<file path="src/rtl/led_pattern_pkg.sv">
// Shared types for the LED pattern generator: channel modes and the per-channel configuration word.
package led_pattern_pkg;

    localparam int PERIOD_BITS = 16;
    localparam int LEVEL_BITS  = 16;

    typedef enum logic [1:0] {
        OFF     = 2'd0,
        ON      = 2'd1,
        BLINK   = 2'd2,
        BREATHE = 2'd3
    } mode_t;

    typedef struct packed {
        mode_t                  mode;
        logic [PERIOD_BITS-1:0] period;
        logic [LEVEL_BITS-1:0]  level;
    } channel_cfg_t;

    // Terminal step count; a period of 0 behaves like 1.
    function automatic logic [PERIOD_BITS-1:0] period_last(input logic [PERIOD_BITS-1:0] period);
        return (period == '0) ? '0 : period - PERIOD_BITS'(1);
    endfunction

endpackage

</file>
<file path="src/rtl/led_channel.sv">
// Per-channel pattern engine: step counter, blink phase and breathe ramp feeding a PWM compare.
// Latency: lit is combinational from registered state; a write takes effect on its own edge.
// Backpressure: none; a write strobe always wins over a coincident step.
module led_channel
    import led_pattern_pkg::*;
#(
    parameter int PWM_BITS       = 8,
    parameter int DEFAULT_PERIOD = 500
) (
    input  logic                clock,
    input  logic                reset_n,
    input  logic                tick,
    input  logic [PWM_BITS-1:0] pwm_cnt,
    input  logic                wr,
    input  channel_cfg_t        cfg,
    output logic                lit
);

    localparam logic [PWM_BITS-1:0]   PWM_FULL = '1;
    localparam logic [LEVEL_BITS-1:0] FULL     = LEVEL_BITS'(PWM_FULL);

    channel_cfg_t           cfg_q;
    logic [PERIOD_BITS-1:0] step_cnt;
    logic                   phase;
    logic                   dir_down;
    logic [LEVEL_BITS-1:0]  bright;
    logic [LEVEL_BITS-1:0]  duty;
    logic                   step;

    assign step = tick && (step_cnt == period_last(cfg_q.period));

    always_ff @(posedge clock or negedge reset_n) begin
        if (!reset_n) begin
            cfg_q    <= '{mode: BLINK, period: PERIOD_BITS'(DEFAULT_PERIOD), level: FULL};
            step_cnt <= '0;
            phase    <= 1'b0;
            dir_down <= 1'b0;
            bright   <= '0;
        end else if (wr) begin
            cfg_q    <= cfg;
            step_cnt <= '0;
            phase    <= 1'b0;
            dir_down <= 1'b0;
            bright   <= '0;
        end else if (step) begin
            step_cnt <= '0;
            phase    <= ~phase;
            // Ramp turns around by holding one step at each end.
            if (!dir_down) begin
                if (bright == cfg_q.level) dir_down <= 1'b1;
                else                       bright   <= bright + LEVEL_BITS'(1);
            end else begin
                if (bright == '0) dir_down <= 1'b0;
                else              bright   <= bright - LEVEL_BITS'(1);
            end
        end else if (tick) begin
            step_cnt <= step_cnt + PERIOD_BITS'(1);
        end
    end

    always_comb begin
        duty = '0;
        case (cfg_q.mode)
            OFF:     duty = '0;
            ON:      duty = cfg_q.level;
            BLINK:   duty = phase ? cfg_q.level : '0;
            BREATHE: duty = bright;
            default: duty = '0;
        endcase
        lit = (duty == FULL) || (LEVEL_BITS'(pwm_cnt) < duty);
    end

endmodule

</file>
<file path="src/rtl/led_pattern_gen.sv">
// Multi-channel LED pattern generator: shared prescaler and PWM counter, one engine per LED.
// Latency: led_out is registered one cycle after channel state; a config write shows on led_out the edge after accept.
// Backpressure: cfg_ready drops for one cycle after each accepted write (max one write per two cycles).
module led_pattern_gen
    import led_pattern_pkg::*;
#(
    parameter int CLOCK_HZ       = 12_000_000,
    parameter int NUMBER_OF_LEDS = 8,
    parameter int TICK_HZ        = 1000,
    parameter int PWM_BITS       = 8,
    parameter int DEFAULT_PERIOD = 500,
    localparam int IDX_W         = (NUMBER_OF_LEDS > 1) ? $clog2(NUMBER_OF_LEDS) : 1
) (
    input  logic                      clock,
    input  logic                      reset_n,
    input  logic                      cfg_valid,
    output logic                      cfg_ready,
    input  logic [IDX_W-1:0]          cfg_index,
    input  logic [1:0]                cfg_mode,
    input  logic [PERIOD_BITS-1:0]    cfg_period,
    input  logic [PWM_BITS-1:0]       cfg_level,
    output logic [NUMBER_OF_LEDS-1:0] led_out,
    output logic                      tick_out
);

    localparam int TICK_DIV = CLOCK_HZ / TICK_HZ;
    localparam int PRE_W    = (TICK_DIV > 1) ? $clog2(TICK_DIV) : 1;
    localparam logic [PRE_W-1:0] PRE_LAST = PRE_W'(TICK_DIV - 1);

    if (TICK_DIV < 1) begin : g_bad_tick_div
        $error("led_pattern_gen: CLOCK_HZ / TICK_HZ must be at least 1");
    end
    if (PWM_BITS > LEVEL_BITS) begin : g_bad_pwm_bits
        $error("led_pattern_gen: PWM_BITS wider than the configured level field");
    end

    logic [PRE_W-1:0]          pre_cnt;
    logic [PWM_BITS-1:0]       pwm_cnt;
    logic                      running;
    logic                      tick;
    logic                      accept;
    logic [NUMBER_OF_LEDS-1:0] lit;
    channel_cfg_t              cfg_in;

    // running keeps tick low through reset even when TICK_DIV is 1.
    assign tick     = running && (pre_cnt == PRE_LAST);
    assign tick_out = tick;
    assign accept   = cfg_valid && cfg_ready;
    assign cfg_in   = '{mode: mode_t'(cfg_mode), period: cfg_period, level: LEVEL_BITS'(cfg_level)};

    always_ff @(posedge clock or negedge reset_n) begin
        if (!reset_n) begin
            pre_cnt   <= '0;
            pwm_cnt   <= '0;
            running   <= 1'b0;
            cfg_ready <= 1'b0;
            led_out   <= '0;
        end else begin
            pre_cnt   <= (pre_cnt == PRE_LAST) ? '0 : pre_cnt + PRE_W'(1);
            pwm_cnt   <= pwm_cnt + PWM_BITS'(1);
            running   <= 1'b1;
            cfg_ready <= ~accept;
            led_out   <= lit;
        end
    end

    // Out-of-range indices match no channel, so they are accepted without effect.
    for (genvar i = 0; i < NUMBER_OF_LEDS; i++) begin : g_ch
        led_channel #(
            .PWM_BITS       (PWM_BITS),
            .DEFAULT_PERIOD (DEFAULT_PERIOD)
        ) u_channel (
            .clock   (clock),
            .reset_n (reset_n),
            .tick    (tick),
            .pwm_cnt (pwm_cnt),
            .wr      (accept && (cfg_index == IDX_W'(i))),
            .cfg     (cfg_in),
            .lit     (lit[i])
        );
    end

endmodule

</file>
<file path="config.mk">
export PLATFORM = sky130hd
export DESIGN_NAME = led_pattern_gen
export DESIGN_NICKNAME = d
export VERILOG_FILES = /design/src/rtl/led_pattern_pkg.sv /design/src/rtl/led_channel.sv /design/src/rtl/led_pattern_gen.sv
export SDC_FILE = /design/constraint.sdc
export NUM_CORES = 2
export LEC_CHECK = 0
export BUFFER_PORTS_ARGS = -buffer_cell sky130_fd_sc_hd__buf_2
export CORE_UTILIZATION = 47
export CTS_CLUSTER_DIAMETER = 40
export DETAILED_ROUTE_END_ITERATION = 16
export PLACE_DENSITY = 0.63
export SLEW_MARGIN = 20
export SYNTH_ARGS = -nofsm -noshare
export SYNTH_HDL_FRONTEND = slang
export SYNTH_HIERARCHICAL = 1
export SYNTH_SLANG_ARGS = --single-unit
</file>
<file path="constraint.sdc">
create_clock -name clock -period 10.5 [get_ports clock]
set_clock_uncertainty 0.05 [all_clocks]
set_input_delay 2.1 -clock clock [delete_from_list [all_inputs] [get_ports clock]]
set_output_delay 2.1 -clock clock [all_outputs]
set_load 0.005 [all_outputs]
</file>
# ---- Word level (Yosys, flattened, before mapping)
# Index checks and enable logic that the tools add are counted.
dict set report totals {
  register_bits 512
  out_inout_bits 10
  word_cells 404
}
dict set report classes {
  n_mux 145
  reduce_logical 75
  bitwise 9
  n_lt_le_gt_ge 8
  n_addsub 34
  eq_ne 72
}
# cell n
set op_table {}
lappend op_table {{$mux 16} 72}
lappend op_table {{$pmux 16 s4} 8}
lappend op_table {{$add 16x1->16 const B} 16}
lappend op_table {{$logic_not 16->1} 16}
lappend op_table {{$sub 16x1->16 const B} 16}
lappend op_table {{$eq 16x16->1} 8}
lappend op_table {{$eq 16x8->1} 8}
lappend op_table {{$eq 16x8->1 const B} 8}
lappend op_table {{$lt 8x16->1} 8}
lappend op_table {{$mux 8} 8}
lappend op_table {{$mux 1} 56}
lappend op_table {{$eq 2x2->1 const B} 16}
lappend op_table {{$ne 3x1->1 const B} 8}
lappend op_table {{$ne 3x2->1 const B} 8}
lappend op_table {{$reduce_and 3->1} 8}
lappend op_table {{$reduce_bool 3->1} 8}
lappend op_table {{$logic_and 1x1->1} 18}
lappend op_table {{$eq 2x1->1 const B} 8}
lappend op_table {{$logic_not 2->1} 8}
lappend op_table {{$reduce_bool 2->1} 8}
lappend op_table {{$add 14x1->14 const B} 1}
lappend op_table {{$eq 14x14->1 const B} 1}
lappend op_table {{$mux 14} 1}
lappend op_table {{$eq 3x3->1 const B} 4}
lappend op_table {{other kinds (6)} 22}

# ---- Longest topological paths before layout
dict set report depth {
  word_depth 6
  ltp_mapped 15
}

# ---- Hierarchy
# The synthesis kept the hierarchy.
# mod n_inst cells_each seq_area_each_um2 area_each_um2
set by_module_without_submodules {}
lappend by_module_without_submodules {{led_channel at g_ch[0].u_channel ...} 5 508 1720.4 4823.4}
lappend by_module_without_submodules {{led_channel at g_ch[6].u_channel} 1 570 1720.4 5170.0}
lappend by_module_without_submodules {{led_channel at g_ch[1].u_channel} 1 526 1720.4 4820.9}
lappend by_module_without_submodules {{led_channel at g_ch[7].u_channel} 1 496 1720.4 4659.5}
lappend by_module_without_submodules {led_pattern_gen 1 111 800.8 1322.5}

# ---- Worst setup path after synthesis
# No wires, ideal clock.
dict set report synth_timing {
  path_type {reg-to-reg}
  startpoint {register pre_cnt[0]}
  endpoint {register g_ch[0].u_channel.bright[6]}
  arrival_ns 3.815
  path_slack_ns 6.503
  period_less_slack_ns 3.997
  path_buffers 4
  t_required_ns 10.318
  stages_incl_launch_ff 16
  path_cell_list {dfrtp_1 > ha_1 > nand4_1 > nor4_2 > buf_4 > and2_1 > clkbuf_1 > inv_1 > a31oi_1 > nand4_1 > or4_1 > buf_2 > nor4_4 > buf_6 > mux2i_1 > nor2_1}
}
dict set report synth_via {
  elab_chain_len 5
}
# item line
set synth_rtl {}
lappend synth_rtl {{start: declaration} led_pattern_gen.sv:37} ;# logic [PRE_W-1:0] pre_cnt;
lappend synth_rtl {{start signal: assignment} led_pattern_gen.sv:59} ;# pre_cnt <= (pre_cnt == PRE_LAST) ? '0 : pre_cnt + PRE_W'(1);
lappend synth_rtl {{$eq 14x14->1} led_pattern_gen.sv:46} ;# assign tick = running && (pre_cnt == PRE_LAST);
lappend synth_rtl {{$logic_and 1x1->1} led_pattern_gen.sv:46}
lappend synth_rtl {{named net tick_out} led_pattern_gen.sv:23} ;# output logic tick_out
lappend synth_rtl {{$logic_and 1x1->1} led_channel.sv:30} ;# assign step = tick && (step_cnt == period_last(cfg_q.period));
lappend synth_rtl {{$reduce_bool 2->1 (no source line)} --}
lappend synth_rtl {{$reduce_and 3->1 (no source line)} --}
lappend synth_rtl {{end signal: assignment} led_channel.sv:51} ;# else bright <= bright + LEVEL_BITS'(1);
lappend synth_rtl {{end signal: assignment} led_channel.sv:54} ;# else bright <= bright - LEVEL_BITS'(1);
lappend synth_rtl {{end: declaration} led_channel.sv:26} ;# logic [LEVEL_BITS-1:0] bright;
# The timed path passes the listed nets, and every way through them passes these cells.
# A chain may end at the register's enable or synchronous reset.

# ---- Final worst setup path
dict set report layout_timing {
  startpoint {register pre_cnt[0]}
  endpoint {register g_ch[0].u_channel.bright[13]}
}
dict set report layout_via {
  elab_chain_len 5
}
# item line
set layout_rtl {}
lappend layout_rtl {{$eq 14x14->1} led_pattern_gen.sv:46}
lappend layout_rtl {{$logic_and 1x1->1} led_pattern_gen.sv:46}
lappend layout_rtl {{$logic_and 1x1->1} led_channel.sv:30}
lappend layout_rtl {{$reduce_bool 2->1 (no source line)} --}
lappend layout_rtl {{$reduce_and 3->1 (no source line)} --}
# Every way passes these cells.

==> flow_summary_export.csv <==
group,metric,value,unit
outcome,outcome,"finished clean",
yosys,yosys_warnings,6,
layout,drive_gt1_share,17.0,%
place,dp_hpwl,70800,um
cts,clock_path_buffers,3,
sta,slew_headroom,30.9,%
worst_setup_path,r2r-start,"pre_cnt[0]",
place,place_congestion,0.876,
cts,cts_root_buf,"clkbuf_16",
floorplanning,initial_core_util,47.7,%
worst_setup_path,max_stage_delay,0.87,ns
worst_setup_path,crit_fanout,62,
sta,post-route-period-util,54.6,%
cts,worstSkewPairLatency,0.67,ns
place,pre_cts_slack,4.84,ns
yosys,synthFlopType,"dfrtp_1",
cts,htreeDepth,3,
floorplanning,num_rows,106,
cts,clkSinkCount,576,
routing,drt_wl_total,105000,um
routing,drtPass1Iterations,8,
layout,utilization,53.8,%
routing,drc,0,
place,placed_cell_area,41400,sq um
global_routing,grt-ovfl-total,0,
sta,setup_violations,0,
worst_setup_path,endpoint,"g_ch[0].u_channel/bright[13]",
sta,fmax,174,MHz
yosys,ys_types,94,
worst_setup_path,path_cells,"ha_1, nand4_1, nor4_2, and2_4, buf_4, inv_1, a31oi_1, nand4_1, or4_1, nor4_4, buf_4, mux2_2, nor2_1",
cts,post_cts_buffers,0,
sta,fin_ws,4.77,ns
place,portBuffers,41,
yosys,netlist_area,40100,sq um
worst_setup_path,required,11.03,ns
yosys,synth_area_per_cell,9.45,sq um
floorplanning,ios,42,
worst_setup_path,crit_start,"pre_cnt[0]",
worst_setup_path,cpMaxStageDelayCell,"nor4_2",
worst_setup_path,rrSetupSlack,4.77,ns
routing,topRoutingLayerUsed,"met5",
flow_run,max-cap-violations,0,
cts,cts_hold_buf,0,
global_routing,grt_usage,24.4,%
worst_setup_path,reg2reg_depth,13,
cts,cts_resized,0,
worst_setup_path,worstSetupEndpointType,"register",
routing,wl_met1,50800,um
worst_setup_path,crit_family,"simple AND/OR/NAND/NOR gates",
pwr,p_leak,19.2,nW
yosys,synth_edf_count,0,
routing,routedWlPerCell,19.1,um
global_routing,grt_max_degree,152,
global_routing,antenna_found_initial,3,
yosys,synth_seq_cells,576,
yosys,synth.yosys.seq_area_share,36.3,%
yosys,synthCells,4243,
worst_setup_path,crit_buf_inv,3,
cts,clkTransAtPathRegs,0.05,ns
sta,maxSlewViolCount,0,
sta,hold_violations,0,
pwr,peakVddDrop,0.135,mV
layout,areaGrowthSynthToFinish,12.8,%
global_routing,grt_pass1_vias,31472,
sta,rsz0062_at_grt,"no",
floorplanning,core-area,84100,sq um
floorplanning,dieWidth,294,um
worst_setup_path,start_kind,"register",
layout,stdcell_area,45200,sq um
routing,wl_met3,4660,um
yosys,netlist.area_leader.share,28.5,%
layout,most-common-layout-cells,"dfrtp_1, nor2_1, nand2_1",
worst_setup_path,r2r-end,"g_ch[0].u_channel/bright[13]",
yosys,synthTopCellsByArea,"dfrtp_1, dfstp_2, mux2_2",
cts,numCtsBuffers,108,
routing,route.met2.wl,46700,um
worst_setup_path,arrival,6.27,ns
floorplanning,die-area,86500,sq um
layout,layout.nets,4519,
yosys,yosys.area.top_type,"dfrtp_1",
min_path,hp-class,"reg -> reg",
routing,viasPerCell,5.91,
pwr,powerDensity,197,nW/um^2
routing,drt_iter0_markers,2360,
sta,fin_tns_setup,0,ns
layout,mostFrequentLayoutCell,"dfrtp_1",
cts,cts_tree,"built",
routing,vias,32640,
worst_setup_path,path_depth,13,
floorplanning,die_h,294,um
yosys,async_reset_ff_share,100,%
sta,fin_crit,5.73,ns
sta,timing_worst_slew_pin_value,1.04,ns
routing,ant_nets,0,
global_routing,grt_pass1_wl,171000,um
worst_setup_path,path_class,"reg -> reg",
-- worst register-to-register path: cells and delay by family, from the launching register on --
kind / cells / cell delay [ns]
AO/OA/AOI/OAI: 1 / 0.23
adder cells (fa/ha/maj): 1 / 0.26
buffers and inverters: 3 / 1.37
flip-flops: 1 / 0.41
multiplexers: 1 / 0.38
AND/OR/NAND/NOR: 7 / 2.96
-- power by group --
group	total (mW)	internal [mW]	switching (mW)
sequential	3.23	2.67	0.557
combinational	2.04	0.956	1.08
clock	3.64	2.39	1.25
-- state kept, by name (all words and copies together), names as in the netlist --
| signal | flops |
|---|---|
| g_ch.u_channel/bright | 128 |
| led_out | 8 |
| pre_cnt | 14 |
| running | 1 |
| cfg_ready | 1 |
| g_ch.u_channel/cfg_q | 272 |
| g_ch.u_channel/phase | 8 |
| pwm_cnt | 8 |
| g_ch.u_channel/dir_down | 8 |
| g_ch.u_channel/step_cnt | 128 |
-- stage by stage --
stage | total power, mW | hold slack (ns) | instances
finish | 8.91 | 0.438 | 5520
global route | 9.39 | 0.463 | 5519
CTS | 8.97 | 0.443 | 5519
detailed placement | 5.27 | 0.436 | 5316
global placement | 5.23 | 0.406 | 5316
floorplan | 4.70 | 0.406 | 4306
-- layer usage --
| layer | vias up | global-route usage [%] |
|---|---|---|
| met3 | 179 | 3.03 |
| li1 | 15710 | - |
| met4 | 2 | 8.08 |
| met5 | - | 0 |
| met1 | 16029 | 35.1 |
| met2 | 720 | 37.9 |
-- cells by family (layout without fill, tap and decap cells) --
group	Yosys count	in the layout	synth area share, %
AO/OA/AOI/OAI	904	904	14.7
XOR/XNOR	434	434	9.67
adder cells (fa/ha/maj)	195	195	6.24
buffers and inverters	311	390	3.30
flip-flops	576	576	36.3
multiplexers	343	343	9.33
other	2	66	0.0187
AND/OR/NAND/NOR	1478	1478	20.5
-- final cells by class --
| class | count | area, sq um |
|---|---|---|
| Multi-Input combinational cell | 3419 | 24500 |
| Antenna cell | 1 | 2.50 |
| Fill cell | 7654 | 38900 |
| Sequential cell | 576 | 14600 |
| Tap cell | 1134 | 1420 |
| Inverter | 118 | 443 |
| Clock inverter | 62 | 825 |
| Clock buffer | 141 | 3030 |
| Timing Repair Buffer | 69 | 438 |
-- worst min path at each step --
| stage | start | end | slack (ns) | cells after the start |
|---|---|---|---|---|
| 3_5_place_dp | pre_cnt[12] | pre_cnt[12] | 0.44 | 1 |
| 4_1_cts | pre_cnt[12] | pre_cnt[12] | 0.44 | 1 |
| 3_3_place_gp | cfg_ready | cfg_ready | 0.41 | 1 |
| 5_1_grt | cfg_ready | cfg_ready | 0.46 | 1 |
| 6_report | cfg_ready | cfg_ready | 0.44 | 1 |
| 2_1_floorplan | pre_cnt[12] | pre_cnt[12] | 0.41 | 1 |
-- cells in the mapped netlist, types with 118 or more instances --
master,n
a21oi_1,253
clkbuf_1,130
dfrtp_1,456
dfstp_2,120
ha_1,187
inv_1,118
mux2_2,246
nand2_1,279
nor2_1,315
nor4_1,124
o21ai_0,191
xnor2_1,182
xor2_1,246
Power figures use the tool's default switching activity.
